**src/rtl/encoder_seg_display_pkg.sv**
```systemverilog
// Shared definitions for the encoder position display: converter states,
// active-low seven-segment patterns (gfedcba) and digit-select indices.
package encoder_seg_display_pkg;

  typedef enum logic [1:0] {
    IDLE  = 2'd0,
    SHIFT = 2'd1,
    DONE  = 2'd2
  } conv_state_e;

  localparam logic [6:0] SEG_0     = 7'b1000000;
  localparam logic [6:0] SEG_1     = 7'b1111001;
  localparam logic [6:0] SEG_2     = 7'b0100100;
  localparam logic [6:0] SEG_3     = 7'b0110000;
  localparam logic [6:0] SEG_4     = 7'b0011001;
  localparam logic [6:0] SEG_5     = 7'b0010010;
  localparam logic [6:0] SEG_6     = 7'b0000010;
  localparam logic [6:0] SEG_7     = 7'b1111000;
  localparam logic [6:0] SEG_8     = 7'b0000000;
  localparam logic [6:0] SEG_9     = 7'b0010000;
  localparam logic [6:0] SEG_BLANK = 7'b1111111;

  localparam logic [1:0] SEL_UNITS     = 2'd0;
  localparam logic [1:0] SEL_TENS      = 2'd1;
  localparam logic [1:0] SEL_HUNDREDS  = 2'd2;
  localparam logic [1:0] SEL_THOUSANDS = 2'd3;

  function automatic logic [6:0] seg_decode(input logic [3:0] digit);
    case (digit)
      4'd0:    return SEG_0;
      4'd1:    return SEG_1;
      4'd2:    return SEG_2;
      4'd3:    return SEG_3;
      4'd4:    return SEG_4;
      4'd5:    return SEG_5;
      4'd6:    return SEG_6;
      4'd7:    return SEG_7;
      4'd8:    return SEG_8;
      4'd9:    return SEG_9;
      default: return SEG_BLANK;
    endcase
  endfunction

endpackage

```
**src/rtl/encoder_seg_display_bin2bcd_seq.sv**
```systemverilog
// Sequential double-dabble converter: one add-3/shift iteration per clock,
// DATA_W iterations, then a one-cycle done pulse with the 3-digit result.
module bin2bcd_seq
  import encoder_seg_display_pkg::*;
#(
  parameter int DATA_W = 8
) (
  input  logic              clk,
  input  logic              reset,
  input  logic              start,
  input  logic [DATA_W-1:0] bin_in,
  output logic              busy,
  output logic              done,
  output logic [11:0]       bcd_out
);

  localparam int CNT_W = $clog2(DATA_W + 1);

  conv_state_e       state_q, state_d;
  logic [DATA_W-1:0] bin_q, bin_d;
  logic [11:0]       bcd_q, bcd_d, bcd_adj;
  logic [CNT_W-1:0]  cnt_q, cnt_d;

  always_comb begin
    bcd_adj = bcd_q;
    for (int i = 0; i < 3; i++) begin
      if (bcd_q[4*i +: 4] >= 4'd5) bcd_adj[4*i +: 4] = bcd_q[4*i +: 4] + 4'd3;
    end
  end

  // NOTE: every signal gets a default before the case so no path leaves one unassigned (no latches).
  always_comb begin
    state_d = state_q;
    bin_d   = bin_q;
    bcd_d   = bcd_q;
    cnt_d   = cnt_q;
    busy    = 1'b0;
    done    = 1'b0;
    case (state_q)
      IDLE: begin
        if (start) begin
          state_d = SHIFT;
          bin_d   = bin_in;
          bcd_d   = '0;
          cnt_d   = '0;
        end
      end
      SHIFT: begin
        busy           = 1'b1;
        {bcd_d, bin_d} = {bcd_adj, bin_q} << 1;
        cnt_d          = cnt_q + CNT_W'(1);
        if (cnt_q == CNT_W'(DATA_W - 1)) state_d = DONE;
      end
      DONE: begin
        busy    = 1'b1;
        done    = 1'b1;
        state_d = IDLE;
      end
      default: state_d = IDLE;
    endcase
  end

  // NOTE: sequential state uses non-blocking assignments so all flops update together.
  always_ff @(posedge clk or posedge reset) begin
    if (reset) begin
      state_q <= IDLE;
      bin_q   <= '0;
      bcd_q   <= '0;
      cnt_q   <= '0;
    end else begin
      state_q <= state_d;
      bin_q   <= bin_d;
      bcd_q   <= bcd_d;
      cnt_q   <= cnt_d;
    end
  end

  assign bcd_out = bcd_q;

endmodule

```
**src/rtl/encoder_seg_display.sv**
```systemverilog
// Encoder position display: restarts a BCD conversion whenever the position
// changes and multiplexes the digits onto a 4-digit active-low display.
module encoder_seg_display
  import encoder_seg_display_pkg::*;
#(
  parameter int DATA_W       = 8,
  parameter int REFRESH_BITS = 18,
  parameter bit LZ_BLANK     = 1'b1
) (
  input  logic              clk,
  input  logic              reset,
  input  logic [DATA_W-1:0] value8,
  output logic              busy,
  output logic [3:0]        an,
  output logic [6:0]        seg,
  output logic              dp
);

  logic                    first_q, first_d;
  logic [DATA_W-1:0]       last_q, last_d;
  logic [11:0]             disp_q, disp_d;
  logic [REFRESH_BITS-1:0] refresh_q, refresh_d;
  logic [3:0]              an_q, an_d;
  logic [6:0]              seg_q, seg_d;
  logic                    start, conv_done;
  logic [11:0]             conv_bcd;
  logic [1:0]              sel;
  logic [3:0]              hundreds, tens, units;

  bin2bcd_seq #(.DATA_W(DATA_W)) u_bin2bcd (
    .clk    (clk),
    .reset  (reset),
    .start  (start),
    .bin_in (value8),
    .busy   (busy),
    .done   (conv_done),
    .bcd_out(conv_bcd)
  );

  // A change that arrives mid-conversion is picked up once the engine is idle again.
  assign start = !busy && (first_q || (value8 != last_q));

  assign sel      = refresh_q[REFRESH_BITS-1 -: 2];
  assign hundreds = disp_q[11:8];
  assign tens     = disp_q[7:4];
  assign units    = disp_q[3:0];

  always_comb begin
    first_d   = first_q;
    last_d    = last_q;
    disp_d    = conv_done ? conv_bcd : disp_q;
    refresh_d = refresh_q + REFRESH_BITS'(1);
    an_d      = 4'b1111;
    seg_d     = SEG_BLANK;
    if (start) begin
      first_d = 1'b0;
      last_d  = value8;
    end
    case (sel)
      SEL_UNITS: begin
        an_d  = 4'b1110;
        seg_d = seg_decode(units);
      end
      SEL_TENS: begin
        an_d  = 4'b1101;
        seg_d = (LZ_BLANK && hundreds == 4'd0 && tens == 4'd0) ? SEG_BLANK : seg_decode(tens);
      end
      SEL_HUNDREDS: begin
        an_d  = 4'b1011;
        seg_d = (LZ_BLANK && hundreds == 4'd0) ? SEG_BLANK : seg_decode(hundreds);
      end
      default: begin
        an_d  = 4'b0111;
        seg_d = SEG_BLANK;
      end
    endcase
  end

  always_ff @(posedge clk or posedge reset) begin
    if (reset) begin
      first_q   <= 1'b1;
      last_q    <= '0;
      disp_q    <= '0;
      refresh_q <= '0;
      an_q      <= 4'b1111;
      seg_q     <= SEG_BLANK;
    end else begin
      first_q   <= first_d;
      last_q    <= last_d;
      disp_q    <= disp_d;
      refresh_q <= refresh_d;
      an_q      <= an_d;
      seg_q     <= seg_d;
    end
  end

  assign an  = an_q;
  assign seg = seg_q;
  assign dp  = 1'b1;

endmodule
```
**config.mk**
```make
export PLATFORM = sky130hd
export DESIGN_NAME = encoder_seg_display
export DESIGN_NICKNAME = d
export VERILOG_FILES = /design/src/rtl/encoder_seg_display_pkg.sv /design/src/rtl/encoder_seg_display_bin2bcd_seq.sv /design/src/rtl/encoder_seg_display.sv
export SDC_FILE = /design/constraint.sdc
export NUM_CORES = 1
export LEC_CHECK = 0
export BUFFER_PORTS_ARGS = -buffer_cell sky130_fd_sc_hd__buf_2
export CAP_MARGIN = 30
export CORE_MARGIN = 5
export CORE_UTILIZATION = 45
export CTS_BUF_LIST = sky130_fd_sc_hd__clkbuf_4 sky130_fd_sc_hd__clkbuf_8
export CTS_CLUSTER_SIZE = 20
export DETAILED_ROUTE_END_ITERATION = 8
export GPL_TIMING_DRIVEN = 1
export PLACE_DENSITY = 0.64
export SLEW_MARGIN = 20
export SYNTH_ARGS = -nofsm -noshare
export SYNTH_HDL_FRONTEND = slang
export SYNTH_HIERARCHICAL = 1
export SYNTH_SLANG_ARGS = --single-unit
export TNS_END_PERCENT = 50
```
**constraint.sdc**
```tcl
create_clock -name clk -period 3.8 [get_ports clk]
set_input_delay 0.19 -clock clk [delete_from_list [all_inputs] [get_ports clk]]
set_output_delay 0.19 -clock clk [all_outputs]
set_load 0.1 [all_outputs]
```
# [Yosys cells after proc, flatten, opt, wreduce, memory -nomap -nowiden]
# Memories as Yosys holds them, arrays and structs flattened.
# Index checks and enable logic that the tools add are counted.
[op_classes] mux=18 mul=0 eq_ne=8 n_shift=0 div=0 add_sub_neg=5 magnitude_cmp=3 bitwise=0 n_reduce_logical=12
[op_table] op="one-hot mux 12 bit (2 select lines)" count=1
[op_table] op="one-hot mux 7 bit (3 select lines)" count=1
[op_table] op="adder 18 x 1 -> 18 bit, second input constant" count=1
[op_table] op="one-hot mux 8 bit (2 select lines)" count=1
[op_table] op="two-way mux 7 bit" count=2
[op_table] op=">= comparator 4 x 3 -> 1 bit, second input constant" count=3
[op_table] op="two-way mux 12 bit" count=1
[op_table] op="two-way mux 4 bit" count=3
[op_table] op="one-hot mux 4 bit (3 select lines)" count=1
[op_table] op="adder 4 x 2 -> 4 bit, second input constant" count=2
[op_table] op="logical NOT 4 bit" count=2
[op_table] op="two-way mux 8 bit" count=1
[op_table] op="!= test 8 bit" count=1
[op_table] op="one-hot mux 4 bit (2 select lines)" count=1
[op_table] op="adder 4 x 1 -> 4 bit, second input constant" count=1
[op_table] op="equality test 2 x 1 -> 1 bit, second input constant" count=2
[op_table] op="equality test 2 bit, second input constant" count=2
[op_table] op="equality test 4 x 3 -> 1 bit, second input constant" count=1
[op_table] op="logical NOT 2 bit" count=2
[op_table] op="two-way mux 2 bit" count=2
[op_table] op="one-hot mux 2 bit (2 select lines)" count=1
[op_table] op="AND reduction 2 bit" count=2
[op_table] op="adder 3 x 2 -> 3 bit, second input constant" count=1
[op_table] op="two-way mux 3 bit" count=1
[op_table] op="8 further kinds" count=10
[word_totals] romBits=336 output_inout_bits=13 in_bits=10 wordCells=59 mem_bits_rw=0 latchBits=0 ff_bits=76 mem_count=3
[mem_list] memory="(no name shown)" words=16 width=7 rd=1 rd_ports_with_merged_regs=0 wr=0 line_no="encoder_seg_display_pkg.sv:29" text="case (digit)"
[mem_list] memory="(no name shown)" words=16 width=7 rd=1 rd_ports_with_merged_regs=0 wr=0 line_no="encoder_seg_display_pkg.sv:29"
[mem_list] memory="(no name shown)" words=16 width=7 rd=1 rd_ports_with_merged_regs=0 wr=0 line_no="encoder_seg_display_pkg.sv:29"

# [Longest topological paths before layout]
# Gate-level depths: netlist of run 1.
[depth] ltp_word=7 mapped_depth=9 ltp_nobuf=8

# [Hierarchy]
# The synthesis of run 1 kept the hierarchy.
[modules_own_cells] module="encoder_seg_display" instances=1 area_each_um2=2672.6 seq_area_each_um2=1266.2 cells_per_inst=257
[modules_own_cells] module="bin2bcd_seq" instances=1 area_each_um2=1373.8 seq_area_each_um2=650.6 cells_per_inst=130

# [Least setup slack after synthesis of run 1]
# No wires, ideal clock.
[synth_path] path_kind="register -> register" start="register u_bin2bcd.state_q[0]" end="register u_bin2bcd.cnt_q[2]" path_slack_ns=1.110 stages_incl_launch_ff=9 setup_ns=0.121 n_path_buf=1 synth_period_minus_slack_ns=2.690 arrival_time_ns=2.569 t_required_ns=3.679 path_cell_list="dfrtp_1 inv_1 ha_1 clkbuf_1 a41oi_1 mux2i_2 nor2_1 mux2_2 a22o_1"
[synth_via] elab_chain_len=7 word_cells_on_any_way=11 classes_between="eq/ne: 3; mux: 2; reduce/logical: 6"
[synth_lines] element="start: declaration" line_no="encoder_seg_display_bin2bcd_seq.sv:19" text="conv_state_e state_q, state_d;"
[synth_lines] element="start signal: assignment" line_no="encoder_seg_display_bin2bcd_seq.sv:71" text="state_q <= state_d;"
[synth_lines] element="equality test 2 bit / equality test 2 x 1 -> 1 bit (equally long branches)" line_no="encoder_seg_display_bin2bcd_seq.sv:39" text="case (state_q)"
[synth_lines] element="OR reduction 2 bit (no source line) (*)"
[synth_lines] element="two-way mux 1 bit (*)" line_no="encoder_seg_display_bin2bcd_seq.sv:39"
[synth_lines] element="named net busy" line_no="encoder_seg_display.sv:13" text="output logic busy,"
[synth_lines] element="logical NOT 1 bit (*)" line_no="encoder_seg_display.sv:41" text="assign start = !busy && (first_q || (value8 != last_q));"
[synth_lines] element="logical AND 1 bit (*)" line_no="encoder_seg_display.sv:41"
[synth_lines] element="named net start" line_no="encoder_seg_display.sv:25" text="logic start, conv_done;"
[synth_lines] element="!= test 2 bit (no source line) (*)"
[synth_lines] element="AND reduction 2 bit (no source line) (*)"
[synth_lines] element="end signal: assignment" line_no="encoder_seg_display_bin2bcd_seq.sv:74" text="cnt_q <= cnt_d;"
[synth_lines] element="end: declaration" line_no="encoder_seg_display_bin2bcd_seq.sv:22" text="logic [CNT_W-1:0] cnt_q, cnt_d;"
# Mark *: on every way through the listed nets, which the timed path passes. The rest lies on a longest branch.
# A chain may end at the register's enable or synchronous reset.

# [Worst setup path in the final report of run 1]
[layout_path] start="register u_bin2bcd.state_q[0]" end="register u_bin2bcd.bcd_q[3] (netlist: u_bin2bcd/bcd_out[3])"
[layout_via] elab_chain_len=7 word_cells_on_any_way=11 classes_between="eq/ne: 3; mux: 2; reduce/logical: 6"
[layout_lines] element="equality test 2 bit / equality test 2 x 1 -> 1 bit (equally long branches)" line_no="encoder_seg_display_bin2bcd_seq.sv:39"
[layout_lines] element="OR reduction 2 bit (no source line) (*)"
[layout_lines] element="two-way mux 1 bit (*)" line_no="encoder_seg_display_bin2bcd_seq.sv:39"
[layout_lines] element="logical NOT 1 bit (*)" line_no="encoder_seg_display.sv:41"
[layout_lines] element="logical AND 1 bit (*)" line_no="encoder_seg_display.sv:41"
[layout_lines] element="named net start" line_no="encoder_seg_display.sv:25"
[layout_lines] element="!= test 2 bit (no source line) (*)"
[layout_lines] element="AND reduction 2 bit (no source line) (*)"
[layout_lines] element="end signal: assignment" line_no="encoder_seg_display_bin2bcd_seq.sv:68" text="bcd_q <= '0;"
[layout_lines] element="end signal: assignment" line_no="encoder_seg_display_bin2bcd_seq.sv:73" text="bcd_q <= bcd_d;"
[layout_lines] element="end: declaration" line_no="encoder_seg_display_bin2bcd_seq.sv:21" text="logic [11:0] bcd_q, bcd_d, bcd_adj;"
# Marks and branches as above.

==> results of run 1 <==
==> power by group through the flow <==
| stage | combinational (mW) | sequential (mW) | clock, mW |
|---|---|---|---|
| finish | 1.38 | 1.20 | 0.617 |
| floorplan | 1.02 | 1.33 | 0 |
| CTS | 1.39 | 1.20 | 0.637 |
| global route | 1.53 | 1.23 | 0.673 |
| global placement | 1.35 | 1.21 | 0 |
| detailed placement | 1.39 | 1.22 | 0 |
==> worst max-delay path by stage <==
| stage | cells past startpoint | slack, ns | to |
|---|---|---|---|
| 3_5_place_dp | 7 | 1.55 | u_bin2bcd/bcd_out[11] |
| 2_1_floorplan | 8 | 1.11 | u_bin2bcd/cnt_q[2] |
| 6_report | 7 | 1.56 | u_bin2bcd/bcd_out[3] |
| 4_1_cts | 7 | 1.53 | u_bin2bcd/bcd_out[3] |
| 5_1_grt | 7 | 1.30 | u_bin2bcd/bcd_out[7] |
| 3_3_place_gp | 8 | 1.64 | u_bin2bcd/cnt_q[2] |
==> metrics by stage <==
stage,power [mW],instances,cell area (um2),hold slack [ns],util [%]
2_1_floorplan,2.36,387,4050,0.230,-
3_3_place_gp,2.56,501,4220,0.452,48.2
3_5_place_dp,2.61,503,4270,0.240,48.7
4_1_cts,3.23,520,4480,0.0977,51.1
5_1_grt,3.43,520,4480,0.106,51.1
6_report,3.20,520,4480,0.115,51.1
==> flip-flops by register name (all words and copies together), names as in the netlist, 2 cells and up <==
register	cells
u_bin2bcd/bin_q	8
u_bin2bcd/cnt_q	4
u_bin2bcd/bcd_out	12
disp_q	12
seg	7
an	4
refresh_q	18
last_q	8
u_bin2bcd/state_q	2
==> cell usage in the layout (no fill, tap or decap), types with 7 or more instances in the layout <==
cell	instances
a21oi_1	15
buf_2	21
clkbuf_8	10
dfrtp_1	64
dfstp_2	12
ha_1	27
inv_1	25
mux2_2	13
mux2i_1	12
nand2_1	38
nand2b_1	8
nand3_1	7
nor2_1	16
o21ai_0	28
xnor2_1	19
xor2_1	12
==> cell type report <==
type / count / area [um2] / share of cell area, %
Sequential cell: 76 / 1920 / 42.8
Clock buffer: 10 / 138 / 3.07
Tap cell: 108 / 135 / 3.02
Timing Repair Buffer: 25 / 170 / 3.80
Inverter: 27 / 101 / 2.26
Multi-Input combinational cell: 268 / 1950 / 43.6
Clock inverter: 6 / 63.8 / 1.42
==> critical path: cells and delay by family (launching register included) <==
kind            cells  cell delay, ns
flops               1            0.38
compound gates      3            0.88
fa+ha+maj           1            0.46
simple gates        2            0.38
buf+inv             1            0.07
==> per-layer routing <==
metal | global-route usage [%] | routed length [um] | up-vias
li1 | - | - | 1378
met1 | 16.9 | 3210 | 1310
met2 | 24.6 | 3700 | 53
met3 | 3.64 | 274 | 21
met4 | 6.67 | 233 | 0
met5 | 0 | 0 | -
==> repair_timing <==
action | CTS | global route
hold endpoints to repair | 29 | 0
hold buffers | 1 | 0
endpoints found under the setup margin | 0 | 0
gates resized for setup | 0 | 0
==> kinds of logic (layout without fill, tap and decap cells) <==
group | count (synthesis) | in the layout | synth area share (%)
DFF | 76 | 76 | 47.4
muxes | 26 | 26 | 6.93
AOI/OAI and AO/OA | 89 | 89 | 14.7
xor gates and xnor gates | 31 | 31 | 6.71
other | 1 | 1 | 0.0927
and+or+nand+nor | 94 | 94 | 11.5
buffers and inverters | 43 | 68 | 4.33
adders and majority gates | 27 | 27 | 8.35
==> flow_summary.yaml, run 1 <==
worst_setup_path:
  worstPathMaxFanout: 11
  r2r_slack_ns: 1.56
  slowest_stage: "ha_1"
  worstSetupPathType: "reg2reg"
  startpoint_type: "register"
  cp.arrival_ns: 2.53
  r2r_end: "u_bin2bcd/bcd_out[3]"
  path_cells: "inv_1 > ha_1 > a41oi_1 > nand2b_1 > nand2_1 > o31ai_1 > a32o_1"
  r2r_start: "u_bin2bcd/state_q[0]"
  worstPathRequired_ns: 4.08
  startpoint: "u_bin2bcd/state_q[0]"
  cp_slowest_stage_delay_ns: 0.46
  endpoint_kind: "register"
  rr_worst_depth: 7
floorplan:
  dieWidth_um: 105
  core_area_um2: 8760
  fp-row-count: 34
  die-area_um2: 11000
  pin_count: 23
  start_util_pct: 46.2
  die_h_um: 105
grt:
  grt_pass1_vias: 2876
  grt-ovfl-total: 0
  grt_max_degree: 30
  grt_util_all_layers_pct: 14.4
  grt_pass1_wl_mm: 13.1
  antenna_found_initial: 0
sta:
  rsz0062_at_grt: "false"
  hold_viol_final: 0
  fmax_mhz: 446
  setup_viol_count_final: 0
  worstMarginPinSlew_ns: 0.767
  finalMaxSlewViolations: 0
  setup_slack_ns: 1.56
  timing.setup.tns_ns: 0
  fin_crit_sh_pct: 59.0
  slew_headroom_pct: 48.9
  period_needed_ns: 2.24
  fin_skew_ns: 0.00581
place:
  dp_slack_ns: 1.55
  portBuffers: 21
  gp_congestion: 0.834
  place_hpwl_mm: 5.49
route:
  first_pass_iters: 4
  drtIter0Drc: 122
  wl_per_cell_um: 14.3
  drc: 0
  num_vias: 2762
  wl_mm: 7.42
  ant_nets: 0
  viasPerCell: 5.31
pwr:
  power.switching_mw: 1.33
  leakage_nw: 2.05
  pwr-share-comb_pct: 43.2
  internal_power_mw: 1.87
  power-per-cell-area_nw_per_um2: 714
  clock_power_share_pct: 19.3
  ir_drop_mv: 0.594
  p_seq_share_pct: 37.5
  switching_share_pct: 41.4
synth:
  synth_edf_count: 0
  yosysWarnings: 6
  syn_nets: 424
  synth.avg_cell_area_um2: 10.5
  synth_cell_types: 54
  synth.most_common_cell: "dfrtp_1"
  yosys-top-cells-count: "dfrtp_1, nand2_1, o21ai_0"
  syn_area_um2: 4050
  ys_seq_area_share_pct: 47.4
  synthTopCellsByArea: "dfrtp_1, ha_1, dfstp_2, xnor2_1, mux2_2"
  ys_seq_elements: 76
  synth_cells: 387
  synth_flop_cell: "dfrtp_1"
  post-synth-top-area-fraction_pct: 39.6
  synthArstFlopShare_pct: 100
  synth_top_cell_by_area: "dfrtp_1"
cts:
  cts_buffers: 9
  clock_path_buffers: 2
  cts_setup_buffers: 0
  clkSinkCount: 76
  insertion_delay_ns: 0.35
  htreeDepth: 3
  clockRootBuffer: "clkbuf_8"
  clk_pin_slew_ns: 0.08
  cts_tree: "done"
layout:
  fill_cells: 782
  diodes: 0
  nets: 444
  drive_gt1_share_pct: 18.4
  syn_to_final_growth_pct: 10.7
worst_hold_path:
  hold_end: "last_q[3]"
  min_from: "value8[3]"
  whs_path_depth: 2
  hp-class: "in2reg"
status:
  outcome: "finished, final reports clean"
job:
  cap_violations: 0
No activity file was read; power rests on OpenSTA's default activity.
==> run 2: changes to the inputs <==
==> constraint.sdc (replaced) <==
create_clock -name clk -period 2.2 [get_ports clk]
set_input_delay 0.11 -clock clk [delete_from_list [all_inputs] [get_ports clk]]
set_output_delay 0.11 -clock clk [all_outputs]
set_load 0.1 [all_outputs]
==> run 2 against run 1 <==
Compared with the run above:
- setup slack lost 1.4 ns
- highest routed layer unchanged
- register-to-register slack worse by 1.4 ns
- critical endpoint is now u_bin2bcd/bcd_out[7]
- utilization grew 0.59 points
==> flow_summary.yaml, run 2 (same netlist as run 1, synthesis figures left out) <==
worst_setup_path:
  cp.arrival_ns: 2.23
  worstSetupPathType: "reg2reg"
  cp_slowest_stage_delay_ns: 0.39
  worstPathRequired_ns: 2.43
  startpoint: "last_q[0]"
  endpoint_kind: "register"
  slowest_stage: "dfrtp_1"
  path_cells: "xnor2_1 > nand4_1 > nor3_1 > a41oi_2 > nand2b_1 > nand2_1 > o31ai_1 > a32o_1"
  worstPathMaxFanout: 9
  startpoint_type: "register"
  r2r_start: "last_q[0]"
layout:
  regMostFlops: "refresh_q"
  diodes: 0
  multi_input_area_um2: 1970
  final_cells: 524
  drive_gt1_share_pct: 19.7
  largest_register_ffs: 18
  final_common_cell: "dfrtp_1"
  fill_cells: 774
  nets: 448
  seq_area_um2: 1920
  final_util_pct: 51.7
  layout_common_cells: "dfrtp_1, nand2_1, o21ai_0"
  syn_to_final_growth_pct: 12.0
grt:
  antenna_found_initial: 0
  grt_pass1_vias: 2791
  grt_util_all_layers_pct: 14.7
  grt_pass1_wl_mm: 13.3
  grt_max_degree: 51
  grt-ovfl-total: 0
worst_hold_path:
  hp-class: "in2reg"
  min_from: "value8[2]"
floorplan:
  start_util_pct: 46.2
  core_area_um2: 8760
  die_h_um: 105
  dieWidth_um: 105
  pin_count: 23
  die-area_um2: 11000
  fp-row-count: 34
sta:
  rsz0062_at_grt: "false"
  fmax_mhz: 499
  setup_viol_count_final: 0
  slew_headroom_pct: 58.1
  hold_viol_final: 0
  period_needed_ns: 2.00
  fin_crit_sh_pct: 91.0
  worstMarginPinSlew_ns: 0.628
  timing.setup.tns_ns: 0
  finalMaxSlewViolations: 0
  fin_skew_ns: 0.00565
route:
  ant_nets: 0
  first_pass_iters: 4
  viasPerCell: 5.32
  wl_mm: 7.60
  drc: 0
  drtIter0Drc: 55
  wl_per_cell_um: 14.5
  num_vias: 2787
job:
  cap_violations: 0
cts:
  htreeDepth: 3
  clk_pin_slew_ns: 0.07
  cts_tree: "done"
  clockRootBuffer: "clkbuf_8"
  clkSinkCount: 76
  cts_buffers: 9
  insertion_delay_ns: 0.34
  clock_path_buffers: 2
pwr:
  total_power_mw: 5.77
  power-per-cell-area_nw_per_um2: 1270
  leakage_nw: 2.09
  ir_drop_mv: 0.786
place:
  place_hpwl_mm: 5.59
  dp.cells: 507
  portBuffers: 21
  gp_congestion: 0.877
status:
  outcome: "finished, final reports clean"
[run 2: changes by cell type in the layout (fill, tap and decap cells not counted)]
cell,change
ha_4,+1
clkinvlp_4,-2
ha_1,-1
a41oi_1,-1
a41oi_2,+1
bufinv_16,+1
clkinv_4,-1
clkbuf_8,+2
buf_16,-1
buf_12,-1
buf_4,+6
[run 2: path summary, 6_finish.rpt]
check,to,slack (ns),cells past startpoint
setup / recovery,u_bin2bcd/bcd_out[7],0.20,8
hold / removal,last_q[2],0.05,2
setup reg to reg,u_bin2bcd/bcd_out[7],0.20,8
hold reg to reg,refresh_q[12],0.46,1
max in group asynchronous,u_bin2bcd/bcd_out[1],1.25,4
min in group asynchronous,u_bin2bcd/bin_q[6],0.36,3
[run 2: critical path, delay by kind of cell (launching register included)]
kind                      cells  cell delay [ns]
and+or+nand+nor               4             0.78
AOI/OAI and AO/OA             3             0.54
DFF                           1             0.39
xor gates and xnor gates      1             0.18
[run 2: area by class of cell]
class                           instances  area share, %
Inverter                               27           2.24
Tap cell                              108           2.98
Timing Repair Buffer                   29           3.70
Sequential cell                        76           42.3
Clock buffer                           12           3.65
Clock inverter                          4           1.55
Multi-Input combinational cell        268           43.6
[run 2: timing repair]
item | in CTS | in global routing
hold buffers | 1 | 0
endpoints found under the setup margin | 0 | 1
setup buffers | 0 | 0
hold endpoints to repair | 50 | 0
resized for setup | 0 | 1
[run 2: per-stage QoR]
step                      area (um2)  setup slack (ns)  hold slack, ns
final                           4530             0.198          0.0495
after global routing            4530            0.0230          0.0372
after CTS                       4520             0.132          0.0240
after detailed placement        4280             0.160           0.180
after global placement          4280             0.221           0.170
after floorplan                 4060            0.0385           0.150
[run 2: layer usage]
| metal | track usage [%] | part of all wire (%) | wire length [um] | vias up |
|---|---|---|---|---|
| li1 | - | - | - | 1382 |
| met1 | 17.6 | 45 | 3420 | 1351 |
| met2 | 25.4 | 50 | 3780 | 39 |
| met3 | 3.51 | 3.0 | 230 | 15 |
| met4 | 6.30 | 2.2 | 167 | 0 |
| met5 | 0 | 0 | 0 | - |
[run 2: report_power, final]
group          internal, mW  switching, mW
registers              1.77          0.307
clock network         0.728          0.497
logic                 0.976           1.49
